File: config.mk
export PLATFORM = sky130hd
export DESIGN_NAME = hazard_ctrl
export DESIGN_NICKNAME = d
export VERILOG_FILES = /design/src/rtl/hazard_ctrl.sv
export SDC_FILE = /design/constraint.sdc
export NUM_CORES = 1
export LEC_CHECK = 0
export ABC_CLOCK_PERIOD_IN_PS = 5200
export CAP_MARGIN = 20
export CORE_MARGIN = 2
export CORE_UTILIZATION = 48
export DETAILED_ROUTE_END_ITERATION = 16
export PLACE_DENSITY = 0.89
export SYNTH_ARGS = -nofsm -noshare
export SYNTH_HDL_FRONTEND = slang
export SYNTH_SLANG_ARGS = --single-unit
File: constraint.sdc
create_clock -name clk_i -period 5.2 [get_ports clk_i]
set_input_delay 0.78 -clock clk_i [delete_from_list [all_inputs] [get_ports clk_i]]
set_output_delay 0.78 -clock clk_i [all_outputs]
set_load 0.05 [all_outputs]
File: src/rtl/hazard_ctrl.sv
// hazard_ctrl: pipeline hazard and stall controller for the 5-stage core.
//   Detects load-use hazards between ID and EX. Freezes every stage while a
//   data-memory access is outstanding. Flushes IF/ID on taken branches.
//   Keeps saturating event counters and a sticky memory-timeout flag.
// Ports:
//   clk_i, rst_i            clock, asynchronous active-high reset
//   ID_rs1_i, ID_rs2_i      source registers of the instruction in ID
//   EX_MemRead_i, EX_rd_i   load flag and destination of the instruction in EX
//   branch_taken_i          branch in ID resolved taken
//   mem_req_i, mem_ack_i    data-memory request in flight / completion
//   PCWrite_o .. MEMWB_stall_o  combinational pipeline controls
//   mem_err_o               sticky timeout flag
//   bubble_cnt_o, freeze_cnt_o, flush_cnt_o  saturating event counters
module hazard_ctrl #(
  parameter int TIMEOUT = 64,
  parameter int CNT_W   = 16
) (
  input  logic             clk_i,
  input  logic             rst_i,
  input  logic [4:0]       ID_rs1_i,
  input  logic [4:0]       ID_rs2_i,
  input  logic             EX_MemRead_i,
  input  logic [4:0]       EX_rd_i,
  input  logic             branch_taken_i,
  input  logic             mem_req_i,
  input  logic             mem_ack_i,
  output logic             PCWrite_o,
  output logic             IFID_stall_o,
  output logic             IFID_flush_o,
  output logic             NoOp_o,
  output logic             IDEX_stall_o,
  output logic             EXMEM_stall_o,
  output logic             MEMWB_stall_o,
  output logic             mem_err_o,
  output logic [CNT_W-1:0] bubble_cnt_o,
  output logic [CNT_W-1:0] freeze_cnt_o,
  output logic [CNT_W-1:0] flush_cnt_o
);

  localparam int WAIT_W = $clog2(TIMEOUT + 1);
  localparam logic [WAIT_W-1:0] WAIT_MAX  = WAIT_W'(TIMEOUT);
  localparam logic [WAIT_W-1:0] WAIT_LAST = WAIT_W'(TIMEOUT - 1);

  typedef enum logic {RUN, MEMWAIT} state_t;

  state_t            state;
  logic [WAIT_W-1:0] wait_cnt;
  logic              freeze;
  logic              loaduse;

  // Reset gates the freeze so every output goes idle while rst_i is high.
  always_comb begin
    freeze = 1'b0;
    if (!rst_i) begin
      if (state == RUN) freeze = mem_req_i & ~mem_ack_i;
      else              freeze = ~mem_ack_i;
    end
  end

  assign loaduse = EX_MemRead_i && (EX_rd_i != 5'd0) &&
                   ((EX_rd_i == ID_rs1_i) || (EX_rd_i == ID_rs2_i));

  always_comb begin
    PCWrite_o     = 1'b1;
    IFID_stall_o  = 1'b0;
    IFID_flush_o  = 1'b0;
    NoOp_o        = 1'b0;
    IDEX_stall_o  = 1'b0;
    EXMEM_stall_o = 1'b0;
    MEMWB_stall_o = 1'b0;
    if (rst_i) begin
      PCWrite_o = 1'b1;
    end else if (freeze) begin
      PCWrite_o     = 1'b0;
      IFID_stall_o  = 1'b1;
      IDEX_stall_o  = 1'b1;
      EXMEM_stall_o = 1'b1;
      MEMWB_stall_o = 1'b1;
    end else if (loaduse) begin
      PCWrite_o    = 1'b0;
      IFID_stall_o = 1'b1;
      NoOp_o       = 1'b1;
    end else if (branch_taken_i) begin
      IFID_flush_o = 1'b1;
    end
  end

  always_ff @(posedge clk_i or posedge rst_i) begin
    if (rst_i) begin
      state        <= RUN;
      wait_cnt     <= '0;
      mem_err_o    <= 1'b0;
      bubble_cnt_o <= '0;
      freeze_cnt_o <= '0;
      flush_cnt_o  <= '0;
    end else begin
      case (state)
        RUN:     if (mem_req_i && !mem_ack_i) state <= MEMWAIT;
        MEMWAIT: if (mem_ack_i)               state <= RUN;
        default: state <= RUN;
      endcase

      if (freeze) begin
        if (wait_cnt != WAIT_MAX) wait_cnt <= wait_cnt + 1'b1;
        // Edge closing the TIMEOUT-th consecutive freeze cycle.
        if (wait_cnt == WAIT_LAST) mem_err_o <= 1'b1;
      end else begin
        wait_cnt <= '0;
      end

      if (NoOp_o && (bubble_cnt_o != '1))       bubble_cnt_o <= bubble_cnt_o + 1'b1;
      if (freeze && (freeze_cnt_o != '1))       freeze_cnt_o <= freeze_cnt_o + 1'b1;
      if (IFID_flush_o && (flush_cnt_o != '1))  flush_cnt_o  <= flush_cnt_o + 1'b1;
    end
  end

endmodule

==> results of run 1 <==
-- path summary, 6_finish.rpt --
path,slack (ns),from,cells past startpoint,endpoint
max,1.03,EX_rd_i[1],6,NoOp_o
min,0.47,mem_err_o,2,mem_err_o
max reg2reg,2.90,bubble_cnt_o[0],5,bubble_cnt_o[1]
min reg2reg,0.47,mem_err_o,2,mem_err_o
max in group asynchronous,3.53,rst_i,3,freeze_cnt_o[0]
min in group asynchronous,0.81,rst_i,2,bubble_cnt_o[5]
-- cell type report --
class	instances	area [µm²]	share of cell area, %
tap	75	93.8	2.37
timing repair buffer	77	768	19.4
clock buffer	14	173	4.36
clock inverter	2	35.0	0.885
inverter	9	33.8	0.853
sequential	57	1430	36.0
multi-input combinational	205	1430	36.1
-- report_power, final --
part | leakage [µW] | switching, µW | internal [µW] | total [µW]
registers | 0.000763 | 69.2 | 495 | 564
logic | 0.000856 | 282 | 158 | 440
clock network | 0.000107 | 170 | 260 | 430
-- cells in the mapped netlist --
master / count / area share (%)
dfrtp_1: 57 / 49
or3_1: 4 / 0.85
clkbuf_1: 1 / 0.13
nor3_2: 2 / 0.68
buf_8: 1 / 0.51
or4_1: 3 / 0.77
nor4b_1: 3 / 0.90
nor2b_1: 1 / 0.21
a21oi_1: 4 / 0.68
nand2_1: 25 / 3.2
a41oi_1: 1 / 0.30
nor3b_1: 1 / 0.26
and2_1: 3 / 0.64
nor4_2: 1 / 0.43
and3_1: 13 / 2.8
or4_4: 1 / 0.38
xnor2_1: 24 / 7.2
nand3b_1: 1 / 0.26
nor4_1: 8 / 1.7
mux2_2: 7 / 2.7
xor2_1: 29 / 8.7
mux2_1: 1 / 0.38
ha_1: 5 / 2.1
nand3_1: 17 / 2.9
o21ai_4: 1 / 0.55
inv_1: 9 / 1.2
nand2b_1: 4 / 0.85
a31oi_1: 2 / 0.43
a2111oi_4: 1 / 0.94
o21ai_0: 2 / 0.34
nor2_1: 16 / 2.0
o21a_1: 1 / 0.26
nand4_1: 12 / 2.6
o21bai_2: 1 / 0.38
nand4b_1: 1 / 0.30
or2_1: 1 / 0.21
buf_6: 1 / 0.38
a22oi_2: 1 / 0.43
o31ai_1: 1 / 0.26
nor2_2: 1 / 0.21
nor3_1: 6 / 1.0
buf_4: 2 / 0.51
-- logic make-up after synthesis --
family | after synthesis | synth area share [%]
buffers and inverters | 14 | 2.68
flip-flops | 57 | 48.6
multiplexers | 8 | 3.07
XOR/XNOR | 53 | 15.8
AND/OR/NAND/NOR | 124 | 23.1
adder cells (fa/ha/maj) | 5 | 2.13
AO/OA/AOI/OAI | 15 | 4.56
-- flip-flops by register name, summed over array words and instances (netlist names) --
register,cells
wait_cnt,7
mem_err_o,1
state,1
flush_cnt_o,16
freeze_cnt_o,16
bubble_cnt_o,16
-- worst min-delay path: stages, from the launching register on --
cell	delay, ns
dfrtp_1	0.35
inv_1	0.04
o31ai_1	0.05
-- metal layers --
| metal | share of wire [%] | vias up | GRT usage [%] |
|---|---|---|---|
| met4 | 1.8 | 0 | 10.7 |
| li1 | - | 1142 | - |
| met5 | 0 | - | 0 |
| met2 | 48 | 61 | 31.2 |
| met3 | 4.6 | 12 | 4.35 |
| met1 | 45 | 1139 | 27.7 |
-- metrics by stage --
stage,setup slack [ns],utilization [%],cell area (µm²)
global route,0.919,66.9,3960
detailed placement,1.05,63.4,3750
global placement,1.12,63.4,3750
CTS,1.04,66.9,3960
finish,1.03,66.9,3960
floorplan,0.622,-,2940
==> run summary, run 1 <==
num rows: 28
Pre-Repair DR Iteration Count: 4
final hold slack: 0.472 ns
Synth-to-Final Area Change: 34.9%
Max Clk Rate: 240 MHz
syn_nets: 302
Resized Gates After CTS: 0
Iter 0 DRT Violations: 145
Skew-Pair Late Insertion Delay: 0.33 ns
CTS tree: yes
status: complete, no violations
Worst Setup End Kind: output pin
ANT cells: 0
crit-path cells: clkdlybuf4s50_1, or4_4, o21ai_4, or2_1, nor2_1, clkdlybuf4s50_1
fin crit share: 80.2%
Crit Path Class: in2out
via count: 2354
CTS buffer count: 9
WP data arrival: 3.39 ns
Antenna Nets Post-Route: 0
count of final hold-check violations: 0
fin. max-slew vios: 0
Worst path top cell family by delay: buffers and inverters
htree depth: 3
GRT Resource Usage Total: 20.6%
Die X: 82.2 µm
Worst path most repeated cell: clkdlybuf4s50_1
worst-margin pin slew: 0.676 ns
post-placement cell count: 423
Slowest cell on crit path: clkdlybuf4s50_1
DIE AREA: 0.00676 mm²
Post-CTS Setup Bufs: 0
core area: 0.00592 mm²
vias in the first global route: 2205
Syn Area/Cell: 10.6 µm²
register area share after synthesis: 48.6%
crit path buf inv count: 2
die span in y: 82.2 µm
hold_buf cts: 0
Hold Path Class: reg2reg
critical path data required time: 4.42 ns
GRT overflow: 0
total of max-cap violations: 0
slew margin rel.: 54.5%
Residual DRC: 0
Placer Congestion: 0.859
Via density: 5.36
clock-pin slew on the worst setup and hold paths: 0.06 ns
fin nets: 385
Yosys cell types: 42
synthesized cell area: 0.00294 mm²
largest net degree at the start of global routing: 42
highest net fanout along the worst path: 17
Initial Util: 49.6%
setup violators final: 0
Non-Filler Instances: 439
most frequent cells in the layout: 76 x clkdlybuf4s50_1, 57 x dfrtp_1, 29 x xor2_1
Post-Route WL: 6500 µm
Peak VDD IR: 0.000351 V
Post-Syn Instances: 276
DR WL/cell: 14.8 µm
fillcell total: 452
port bufs: 76
clock root buffer: clkbuf_8
fraction of layout cells with a size suffix above 1: 8.79%
pwr dens: 362 mW/mm²
I/O pins: 77
CTS Buffer Depth: 2
Worst Skew: 0.00914 ns
Period minus WS final: 4.17 ns
initial antenna violation count: 0
setup TNS: 0 ns
placed wire-length estimate: 4750 µm
critical path launch point type: primary input
commonest non-fill, non-tap cell in the layout: clkdlybuf4s50_1
leakage power: 0.00173 µW
total power: 1430 µW
CP max stage delay: 0.73 ns
global-route wire length before repair: 10500 µm
Yosys reg bits: 57
clock tree sinks: 57
Synthesis Warnings: 0
RSZ-0062 raised after global routing: no
Note: power is estimated with default switching activity, not from simulation.
==> inputs of run 2 (changes only) <==
- ABC_CLOCK_PERIOD_IN_PS: 5200 -> 3650
- CORE_UTILIZATION: 48 -> 44
- PLACE_DENSITY: 0.89 -> 0.86
- clock period: 5.2 -> 3.65 ns (I/O delays scaled with it)
==> run summary, run 2 (same netlist as run 1, synthesis figures left out) <==
Placer Congestion: 0.839 (-2.3%)
htree depth: 3 (unchanged)
core area: 0.00639 mm² (+7.9%)
fin crit share: 87.3%
Peak VDD IR: 0.000654 V (+86%)
Hold Path Class: reg2reg
Skew-Pair Late Insertion Delay: 0.33 ns (about the same)
ANT cells: 0 (unchanged)
clock-pin slew on the worst setup and hold paths: 0.06 ns (about the same)
highest net fanout along the worst path: 9 (-8)
fillcell total: 521 (+15%)
clock root buffer: clkbuf_8
Resized Gates After CTS: 0 (unchanged)
initial antenna violation count: 0 (unchanged)
Period minus WS final: 3.19 ns
RSZ-0062 raised after global routing: no
WP data arrival: 2.64 ns (-0.75 ns)
via count: 2347 (-0.30%)
Post-Route WL: 6250 µm (-3.7%)
fin. max-slew vios: 0 (unchanged)
placed wire-length estimate: 4700 µm (-1.1%)
commonest non-fill, non-tap cell in the layout: clkdlybuf4s50_1
Max Clk Rate: 314 MHz
CTS tree: yes
fin nets: 386 (+0.26%)
Crit Path Class: in2out
final hold slack: 0.463 ns (-0.00875 ns)
GRT overflow: 0 (unchanged)
DIE AREA: 0.00734 mm² (+8.6%)
DR WL/cell: 14.2 µm (-3.9%)
total power: 1930 µW (+34%)
final worst setup slack: 0.463 ns (-0.566 ns)
most frequent cells in the layout: 69 x clkdlybuf4s50_1, 57 x dfrtp_1, 29 x xor2_1
Initial Util: 46.0% (-3.6 points)
count of final hold-check violations: 0 (unchanged)
hold path depth: 2 (unchanged)
status: complete, no violations
Die X: 85.7 µm (+4.2%)
leakage power: 0.00172 µW (-0.44%)
Reg2Reg Depth: 6 (+1)
critical path data required time: 3.10 ns (-1.32 ns)
Antenna Nets Post-Route: 0 (unchanged)
clock tree sinks: 57 (unchanged)
critical path launch point type: primary input
CTS buffer count: 9 (unchanged)
setup violators final: 0 (unchanged)
total of max-cap violations: 0 (unchanged)
hold_buf cts: 0 (unchanged)
port bufs: 76 (unchanged)
largest registers: bubble_cnt_o: 16 flops, flush_cnt_o: 16 flops, freeze_cnt_o: 16 flops
CTS Buffer Depth: 2 (unchanged)
I/O pins: 77 (unchanged)
Worst Skew: 0.00577 ns (-0.00337 ns)
Synth-to-Final Area Change: 33.7%
Iter 0 DRT Violations: 104 (-28%)
pwr dens: 491 mW/mm² (+36%)
Via density: 5.33 (-0.52%)
post-placement cell count: 426 (+0.71%)
Worst Setup End Kind: output pin
fraction of layout cells with a size suffix above 1: 10.2% (+1.4 points)
Residual DRC: 0 (unchanged)
Non-Filler Instances: 440 (+0.23%)
Pre-Repair DR Iteration Count: 4 (unchanged)
global-route wire length before repair: 10800 µm (+2.7%)
Post-CTS Setup Bufs: 0 (unchanged)
slew margin rel.: 52.6% (-1.9 points)
GRT Resource Usage Total: 18.6% (-1.9 points)
dpl ws: 0.483 ns (-0.564 ns)
num rows: 29 (+3.6%)
setup TNS: 0 ns (unchanged)
vias in the first global route: 2287 (+3.7%)
die span in y: 85.7 µm (+4.2%)
worst-margin pin slew: 0.704 ns (+0.0284 ns)
largest net degree at the start of global routing: 41 (-2.4%)
[run 2: layout make-up]
type	instances	area [µm²]	area share (%)
well taps	77	96.3	2.46
repair buffers	78	771	19.6
clock buffers	14	163	4.15
multi-input cells	205	1430	36.4
flip-flops and latches	57	1430	36.4
inverters	9	37.5	0.957
[run 2: worst max-delay path: stages]
cell and delay (ns):
clkdlybuf4s50_1 0.47, or4_4 0.57, o21ai_4 0.20, nor2_2 0.11, o21ai_0 0.46, inv_1 0.08
buf_4 0.20
[run 2: worst paths after layout]
kind	startpoint	slack, ns	to
worst max register to register	bubble_cnt_o[0]	1.38	bubble_cnt_o[10]
min in group asynchronous	rst_i	0.64	state
worst min register to register	mem_err_o	0.46	mem_err_o
max in group asynchronous	rst_i	2.18	freeze_cnt_o[0]
worst min-delay path	mem_err_o	0.46	mem_err_o
worst max-delay path	EX_rd_i[1]	0.46	IFID_stall_o
[run 2: per-layer routing]
layer | GRT usage (%) | part of all wire [%] | wire length, µm
met3 | 4.91 | 4.6 | 286
met4 | 7.07 | 1.9 | 118
met2 | 30.8 | 49 | 3080
met1 | 23.6 | 44 | 2770
met5 | 0 | 0 | 0
[run 2: report_power, final]
| group | switching, µW | leakage, µW | internal, µW |
|---|---|---|---|
| clock | 221 | 0.0000826 | 277 |
| sequential | 100 | 0.000763 | 706 |
| combinational | 400 | 0.000873 | 225 |
[run 2: stage by stage]
step	instance area, µm²	util, %
after floorplan	2940	-
after global placement	3760	58.9
after detailed placement	3760	58.9
after CTS	3920	61.4
after global routing	3920	61.4
final	3920	61.4
==> inputs of run 3 (changes only) <==
- CTS_CLUSTER_DIAMETER: not set -> 30
- SLEW_MARGIN: not set -> 20
==> results of run 3 <==
The final DEF is identical to that of run 2; final timing and power are the same.
==> edit (settings of run 3) <==
Put one more register stage on the output `flush_cnt_o`, cleared by the reset. The value now appears one clock later. The other outputs are not delayed to match.
--- a/src/rtl/hazard_ctrl.sv
+++ b/src/rtl/hazard_ctrl.sv
@@ -43,4 +43,6 @@
 
   typedef enum logic {RUN, MEMWAIT} state_t;
+
+  logic [CNT_W-1:0] flush_cnt_s0;
 
   state_t            state;
@@ -93,5 +95,5 @@
       bubble_cnt_o <= '0;
       freeze_cnt_o <= '0;
-      flush_cnt_o  <= '0;
+      flush_cnt_s0 <= '0;
     end else begin
       case (state)
@@ -111,5 +113,13 @@
       if (NoOp_o && (bubble_cnt_o != '1))       bubble_cnt_o <= bubble_cnt_o + 1'b1;
       if (freeze && (freeze_cnt_o != '1))       freeze_cnt_o <= freeze_cnt_o + 1'b1;
-      if (IFID_flush_o && (flush_cnt_o != '1))  flush_cnt_o  <= flush_cnt_o + 1'b1;
+      if (IFID_flush_o && (flush_cnt_s0 != '1))  flush_cnt_s0 <= flush_cnt_s0 + 1'b1;
+    end
+  end
+
+  always_ff @(posedge clk_i or posedge rst_i) begin
+    if (rst_i) begin
+      flush_cnt_o <= '0;
+    end else begin
+      flush_cnt_o <= flush_cnt_s0;
     end
   end
Behaviour: not the same (a bounded check fails within 4 cycles, from zero or initial values and one cycle with rst_i high).
==> edit against run 3 <==
Cell area increased by 13%; wire length increased by 11%; power increased by 22%; critical path depth decreased by 2; sequential share of layout area increased by 4.9 points; global-route usage decreased by 0.72 points; setup slack improved by 250 ps; sequential cell count increased by 16; area after synthesis increased by 12%; hold slack got worse by 36 ps; critical path type unchanged; critical endpoint is now IFID_flush_o; largest cell class is now flip-flops and latches.
==> edit: results (changes against run 3) <==
r2r_end: "bubble_cnt_o[1]$_DFFE_PP0P_"  # was bubble_cnt_o[10]$_DFFE_PP0P_
grt_pass1_wl_um: 11700  # was 10,800 um
worstPathMaxFanout: 5  # was 9
end_kind: "primary output"  # unchanged
gp_congestion: 0.789  # was 0.839
drive_gt1_share_pct: 10.0  # was 10.2%
min_path_type: "reg -> reg"  # unchanged
reg2reg_setup_slack_ps: 1470  # was 1380 ps
cts-buffers-inserted: 9  # unchanged
grt_antenna_before_repair: 0  # unchanged
worst_slew_pin_slew_ps: 732  # was 704 ps
ys_seq_area_share_pct: 55.6  # was 48.6%
endpoint: "IFID_flush_o"  # was IFID_stall_o
ys.flop_type: "dfrtp_1"  # unchanged
dr.first_iter.drc_count: 161  # was 104
fin_skew_ps: 10.3  # was 5.77 ps
worst_ep_arrival_time_ps: 2380  # was 2640 ps
htreeDepth: 3  # unchanged
post-dp-hpwl_um: 4970  # was 4700 um
crit_start: "EX_rd_i[1]"  # unchanged
ys_async_sr_fraction_pct: 100  # unchanged
grt_usage_pct: 17.9  # was 18.6%
ys_types: 35  # was 42
ir_drop_v: 0.000218  # was 0.000654 V
path_clk_slew_ps: 70
grt_pass1_vias: 2415  # was 2,287
synth_commonest_cells: "dfrtp_1, xnor2_1, nand3_1"  # was dfrtp_1, xor2_1, nand2_1
layout.nets: 400  # was 386
synth_area_leaders: "dfrtp_1, xnor2_1, xor2_1"  # was dfrtp_1, xor2_1, xnor2_1
routed_wl_um: 6940  # was 6250 um
clk_latency_ps: 350  # was 330 ps
cts_setup_buffers: 0  # unchanged
cts_buffer_depth: 2  # unchanged
firstDrtPassIters: 4  # unchanged
grt_max_degree: 61  # was 41
worst-r2r-cell-count: 6  # unchanged
synth_fp_nets: 316  # was 302
diodes: 0  # unchanged
io_buffer_count: 76  # unchanged
hold_start: "flush_cnt_s0[6]$_DFFE_PP0P_"  # was mem_err_o$_DFFE_PP0P_
viasPerCell: 5.23  # was 5.33
status: "completed"  # unchanged
cts_resized: 0  # unchanged
timing.rr.start: "bubble_cnt_o[3]$_DFFE_PP0P_"  # was bubble_cnt_o[0]$_DFFE_PP0P_
p_leak_nw: 1.95  # was 1.72 nW
==> edit: cell types whose count changed after synthesis, moves of 4 or more <==
cell / before / now
dfrtp_1: 57 / 73
xnor2_1: 24 / 36
nand3_1: 17 / 28
nand2_1: 25 / 17
and4_1: 0 / 5
mux2_2: 7 / 2
buf_2: 0 / 4
or3_1: 4 / 0
xor2_1: 29 / 25
==> edit: kinds of logic (layout without fill, tap and decap cells) <==
group / Yosys count / in the layout / share of synthesized area (%)
xor+xnor: 61 / 61 / 16.2
fa+ha+maj: 5 / 5 / 1.90
compound gates: 7 / 7 / 1.90
buf+inv: 18 / 107 / 2.66
mux: 3 / 3 / 1.14
simple gates: 123 / 123 / 20.6
flops: 73 / 73 / 55.6
==> edit: power breakdown <==
| part | total [mW] | internal (mW) | switching (mW) |
|---|---|---|---|
| sequential | 1.00 | 0.903 | 0.0999 |
| combinational | 0.569 | 0.211 | 0.358 |
| clock | 0.786 | 0.493 | 0.293 |
==> edit: layout make-up <==
cell class | instances | area, um^2
tap | 99 | 124
multi-input combinational | 199 | 1370
timing repair buffer | 81 | 806
sequential | 73 | 1830
clock inverter | 4 | 98.8
clock buffer | 12 | 155
fill | 582 | 2830
inverter | 10 | 41.3
==> edit: per-layer routing <==
metal	track usage (%)	routed length, um	up-vias
met5	0	0	-
met4	6.15	86	0
met3	5.84	509	10
met2	28.8	3340	98
met1	23.0	3000	1227
li1	-	-	1167
==> edit: worst min path at each step <==
stage                                     end  slack, ps  cells after the start
floorplan           flush_cnt_o[14]$_DFF_PP0_        390                      0
global placement    flush_cnt_o[14]$_DFF_PP0_        410                      0
detailed placement   flush_cnt_o[6]$_DFF_PP0_        420                      0
CTS                  flush_cnt_o[6]$_DFF_PP0_        430                      0
global route         flush_cnt_o[6]$_DFF_PP0_        450                      0
finish               flush_cnt_o[6]$_DFF_PP0_        430                      0
==> edit: critical path, stage by stage <==
cell and delay, ps:
clkdlybuf4s50_1 460, or4_1 560, o221ai_2 350, nor2b_1 290
buf_12 170
==> edit: metrics by stage <==
step	area (um^2)	std cells	setup slack (ps)	power [mW]	hold slack, ps
finish	4430	478	718	2.36	427
floorplan	3290	290	389	1.37	386
CTS	4430	478	711	2.38	431
global route	4430	478	627	2.45	447
detailed placement	4170	462	723	1.59	419
global placement	4170	462	756	1.58	406
